[config.mk]
export PLATFORM = sky130hd
export DESIGN_NAME = dom_rnd_supplier
export DESIGN_NICKNAME = d
export VERILOG_FILES = /design/src/rtl/dom_rnd_supplier.sv
export SDC_FILE = /design/constraint.sdc
export NUM_CORES = 1
export LEC_CHECK = 0
export ABC_AREA = 1
export ABC_CLOCK_PERIOD_IN_PS = 3500
export BUFFER_PORTS_ARGS = -buffer_cell sky130_fd_sc_hd__buf_2
export CORE_MARGIN = 2
export CORE_UTILIZATION = 59
export CTS_BUF_LIST = sky130_fd_sc_hd__clkbuf_2
export DETAILED_ROUTE_END_ITERATION = 7
export PLACE_DENSITY = 0.95
export SLEW_MARGIN = 10
export SYNTH_ARGS = -nofsm -noshare
export SYNTH_HDL_FRONTEND = slang
export SYNTH_SLANG_ARGS = --single-unit
[constraint.sdc]
create_clock -name ClkxCI -period 3.5 [get_ports ClkxCI]
set_input_delay 0.175 -clock ClkxCI [delete_from_list [all_inputs] [get_ports ClkxCI]]
set_output_delay 0.175 -clock ClkxCI [all_outputs]
set_load 0.02 [all_outputs]
[src/rtl/dom_rnd_supplier.sv]
`default_nettype none
// ============================================================================
// Module   : dom_rnd_supplier
// Brief    : Bank of 32-bit Galois LFSRs producing the fresh Z vector for the
//            DOM shared multipliers. Optional reseed request: RND_RESEED_REQ_EN.
// Revision : 1.0
// ============================================================================
module dom_rnd_supplier #(
    parameter  int SHARES        = 4,
    parameter  int WARMUP_CYCLES = 64,
    parameter  int RESEED_PERIOD = 1024,
    localparam int ZW            = 2 * SHARES * (SHARES - 1)
) (
    input  logic          ClkxCI,
    input  logic          RstxBI,
    input  logic [31:0]   _SeedxDI,
    input  logic          SeedValidxSI,
    output logic          SeedReadyxSO,
    output logic [ZW-1:0] _ZxDO,
    output logic          ZValidxSO,
    input  logic          ZReadyxSI,
    output logic          ReseedReqxSO
);

    localparam int NL  = (ZW + 31) / 32;
    localparam int IW  = (NL > 1) ? $clog2(NL) : 1;
    localparam int WCW = (WARMUP_CYCLES > 1) ? $clog2(WARMUP_CYCLES) : 1;
    localparam logic [IW-1:0]  IDX_LAST  = IW'(NL - 1);
    localparam logic [WCW-1:0] WARM_LAST = (WARMUP_CYCLES > 0) ? WCW'(WARMUP_CYCLES - 1) : '0;
    localparam logic [31:0]    POLY      = 32'h80200003;

    typedef enum logic [1:0] {
        IDLE   = 2'd0,
        LOAD   = 2'd1,
        WARMUP = 2'd2,
        RUN    = 2'd3
    } state_t;

    state_t           state;
    state_t           after_load;
    logic [NL*32-1:0] lanes;
    logic [NL*32-1:0] lanes_step;
    logic [IW-1:0]    widx;
    logic [WCW-1:0]   wcnt;
    logic             z_valid;
    logic [31:0]      seed_word;
    logic             seed_hs;

    // An all-zero seed would lock a lane at zero forever.
    assign seed_word  = (_SeedxDI == 32'h0) ? 32'h1 : _SeedxDI;
    assign seed_hs    = SeedValidxSI;
    assign after_load = (WARMUP_CYCLES == 0) ? RUN : WARMUP;

    generate
        for (genvar i = 0; i < NL; i++) begin : g_lane
            assign lanes_step[32*i +: 32] = {1'b0, lanes[32*i+31 : 32*i+1]}
                                          ^ (lanes[32*i] ? POLY : 32'h0);
        end
    endgenerate

    always_ff @(posedge ClkxCI or negedge RstxBI) begin
        if (!RstxBI) begin
            state   <= IDLE;
            lanes   <= '0;
            widx    <= '0;
            wcnt    <= '0;
            z_valid <= 1'b0;
        end else begin
            case (state)
                IDLE, LOAD: begin
                    if (seed_hs) begin
                        for (int i = 0; i < NL; i++) begin
                            if (widx == IW'(i)) lanes[32*i +: 32] <= seed_word;
                        end
                        if (widx == IDX_LAST) begin
                            widx    <= '0;
                            wcnt    <= '0;
                            state   <= after_load;
                            z_valid <= (after_load == RUN);
                        end else begin
                            widx  <= widx + IW'(1);
                            state <= LOAD;
                        end
                    end
                end
                WARMUP, RUN: begin
                    if (seed_hs) begin
                        // A seed word mid-stream restarts loading at lane 0.
                        lanes[31:0] <= seed_word;
                        wcnt        <= '0;
                        if (NL == 1) begin
                            widx    <= '0;
                            state   <= after_load;
                            z_valid <= (after_load == RUN);
                        end else begin
                            widx    <= IW'(1);
                            state   <= LOAD;
                            z_valid <= 1'b0;
                        end
                    end else if (state == WARMUP) begin
                        lanes <= lanes_step;
                        if (wcnt == WARM_LAST) begin
                            wcnt    <= '0;
                            state   <= RUN;
                            z_valid <= 1'b1;
                        end else begin
                            wcnt <= wcnt + WCW'(1);
                        end
                    end else if (ZReadyxSI) begin
                        lanes <= lanes_step;
                    end
                end
                default: begin
                    state   <= IDLE;
                    z_valid <= 1'b0;
                end
            endcase
        end
    end

    assign SeedReadyxSO = 1'b1;
    assign ZValidxSO    = z_valid;
    assign _ZxDO        = z_valid ? lanes[ZW-1:0] : '0;

`ifdef RND_RESEED_REQ_EN
    localparam logic [31:0] RP = RESEED_PERIOD;

    logic [15:0] rs_cnt;
    logic        rs_req;
    logic        z_hs;

    assign z_hs = z_valid & ZReadyxSI & ~seed_hs;

    always_ff @(posedge ClkxCI or negedge RstxBI) begin
        if (!RstxBI) begin
            rs_cnt <= '0;
            rs_req <= 1'b0;
        end else if (seed_hs) begin
            rs_cnt <= '0;
            rs_req <= 1'b0;
        end else if (z_hs) begin
            if (rs_cnt != 16'hFFFF) rs_cnt <= rs_cnt + 16'd1;
            if (({16'h0, rs_cnt} + 32'd1) >= RP) rs_req <= 1'b1;
        end
    end

    assign ReseedReqxSO = rs_req;
`else
    assign ReseedReqxSO = 1'b0;
`endif

endmodule
`default_nettype wire

==> flow_summary.json <==
{
  "ys_seq_elements": 41,
  "dieArea_sq_mm": 0.00451,
  "crit_type": "flip-flop to flip-flop",
  "dp_slack_ns": 1.31,
  "core_sq_mm": 0.00374,
  "cp.required_ns": 3.80,
  "hold_depth": 3,
  "stdcell_area_sq_mm": 0.00264,
  "wire_per_inst_um": 12.9,
  "yosysWarningCount": 0,
  "cts_setup_buffers": 0,
  "tightestPinTransition_ns": 0.907,
  "synth_seq_area_share_pct": 43.6,
  "synth_top_area_share_pct": 43.6,
  "synth_compound_area_share_pct": 20.5,
  "vias": 2216,
  "numPortBuffers": 60,
  "cts_tree": "built",
  "p_leak_nw": 1.42,
  "grtUsageTotal_pct": 24.6,
  "r2r_end": "ZValidxSO",
  "clkSinkCount": 41,
  "netlist_area_sq_mm": 0.00235,
  "firstDrtPassIters": 4,
  "setup_tns_ns": 0,
  "finalWorstSetupSlack_ns": 1.26,
  "rsz0062_at_grt": "false",
  "fin_crit_ns": 2.24,
  "start_util_pct": 62.9,
  "grt_pass1_vias": 1943,
  "timing.rr.start": "state[1]",
  "clk_pin_slew_ns": 0.22,
  "nets": 404,
  "yosysTopAreaCell": "dfrtp_1",
  "min-delay-start": "_SeedxDI[10]",
  "cp_max_fo": 37,
  "peakVddDrop_uv": 253,
  "cp-start-kind": "flip-flop",
  "rows": 22,
  "min_to": "lanes[10]",
  "reg2reg_depth": 7,
  "n_antenna_cell": 0,
  "min_period_over_period_pct": 64.1,
  "avgViaCountPerCell": 5.33,
  "p_per_area_mw_per_mm2": 439,
  "htreeDepth": 2,
  "synth_top_family_by_area": "simple AND/OR/NAND/NOR gates",
  "io_pins": 63,
  "cts_resized": 0,
  "ff2ff_setup_slack_ns": 1.26,
  "drc_errors": 0,
  "root_buffer": "clkbuf_2",
  "hold_slack_ns": 0.0328,
  "die_width_um": 67.2,
  "synth_area_leaders": "dfrtp_1, nand2_1, nor2_1, o21ai_2, o21ai_1",
  "dpl_cell_area_sq_mm": 0.00259,
  "numCtsBuffers": 5,
  "end_kind": "flip-flop",
  "skew_ns": 0.0366,
  "gp_congestion": 0.838,
  "wl_mm": 5.35,
  "yosysUniqueCellTypes": 27,
  "max_cap_violations": 0,
  "fillers": 317,
  "maxSlewHeadroom_pct": 39.5,
  "synth_nets": 353,
  "synth_xor_area_share_pct": 0,
  "finalSetupViolCount": 0,
  "drt_iter0_markers": 272,
  "drtAntennaViolNets": 0,
  "dieHeight_um": 67.2,
  "fmax_mhz": 446,
  "finalHoldViolations": 0,
  "synth_fa_ha_area_share_pct": 0.532,
  "clk_path_buf_depth": 2,
  "status": "completed",
  "grt_max_degree": 42,
  "grt_pass1_wl_mm": 8.48,
  "hp-class": "primary input to flip-flop",
  "synth-simple-area-share_pct": 24.0,
  "crit_arrival_ns": 2.54,
  "synthCells": 316,
  "maxSlewViolCount": 0,
  "place_hpwl_mm": 3.61,
  "synthToLayoutAreaGrowth_pct": 12.2,
  "clk_latency_ns": 0.40,
  "synthMuxAreaShare_pct": 0,
  "antenna_found_initial": 0,
  "gr-total-overflow": 0,
  "layout-drive-gt1-share_pct": 25.8,
  "synth_area_per_cell_sq_um": 7.45
}
## layer usage
| layer | track usage, % | part of all wire [%] | vias to the layer above |
|---|---|---|---|
| met4 | 9.18 | 1.3 | 0 |
| li1 | - | - | 1092 |
| met3 | 3.50 | 6.3 | 9 |
| met5 | 0 | 0 | - |
| met1 | 32.6 | 44 | 1033 |
| met2 | 41.1 | 49 | 82 |
## critical path, stage by stage (launching register included)
cell     delay (ns)
dfrtp_1        0.43
nand2_2        0.55
inv_2          0.47
o21ai_1        0.19
nand2_1        0.10
a21oi_2        0.23
nand2_1        0.09
o21ai_0        0.10
## power by group
group | switching, mW | total [mW] | internal, mW
logic | 0.214 | 0.341 | 0.127
registers | 0.0790 | 0.623 | 0.544
clock network | 0.150 | 0.194 | 0.0438
## cell type report
cell class	count	area [sq um]	share of cell area [%]
multi-input cells	222	1070	40.5
flip-flops and latches	41	1030	38.9
repair buffers	61	310	11.8
inverters	36	138	5.21
well taps	48	60.1	2.27
clock buffers	5	25.0	0.948
clock inverters	3	12.5	0.474
## cell usage in the layout, fill, tap and decap left out, types with 5 or more instances in the layout
master	instances
a21oi_1	5
buf_2	60
clkbuf_2	5
dfrtp_1	41
inv_1	31
nand2_1	79
nor2_1	56
o21ai_0	9
o21ai_1	34
o21ai_2	20
## stage by stage
stage / instances / utilization, % / total power [mW]
global placement: 407 / 69.3 / 0.955
finish: 416 / 70.5 / 1.16
detailed placement: 407 / 69.3 / 0.969
floorplan: 316 / - / 0.859
CTS: 416 / 70.5 / 1.16
global route: 416 / 70.5 / 1.24
## sequential cells by signal, summed over array words and instances (netlist names)
signal / cells
wcnt: 6
state: 2
ZValidxSO: 1
lanes: 32
## worst max-delay path by stage
stage                endpoint  slack [ns]       from  cells past startpoint
floorplan           _ZxDO[10]        2.16  ZValidxSO                      4
global placement    ZValidxSO        1.41   state[1]                      7
detailed placement   state[0]        1.31   state[1]                      7
CTS                 ZValidxSO        1.27   state[1]                      7
global route        ZValidxSO        1.09   state[1]                      7
finish              ZValidxSO        1.26   state[1]                      7
## Yosys cell counts, drive strengths merged
| cell type | instances |
|---|---|
| nand2 | 81 |
| o21ai | 64 |
| nor2 | 56 |
| dfrtp | 41 |
| inv | 36 |
| buf | 12 |
| a21oi | 6 |
| clkbuf | 5 |
| nor3 | 3 |
| conb | 2 |
| nand3 | 2 |
| o211ai | 2 |
| o22ai | 2 |
| a21o | 1 |
| ha | 1 |
| nor3b | 1 |
| o31ai | 1 |
## what timing repair did
item,CTS,global route
hold buffers,1,0
setup endpoints to repair,0,0
hold endpoints to repair,41,0
## logic make-up (layout without fill, tap and decap cells)
| family | after synthesis | in the layout |
|---|---|---|
| adder cells (fa/ha/maj) | 1 | 1 |
| flip-flops | 41 | 41 |
| AND/OR/NAND/NOR | 143 | 143 |
| other | 2 | 2 |
| AO/OA/AOI/OAI | 76 | 76 |
| buffers and inverters | 53 | 105 |
Power figures use the tool's default switching activity.
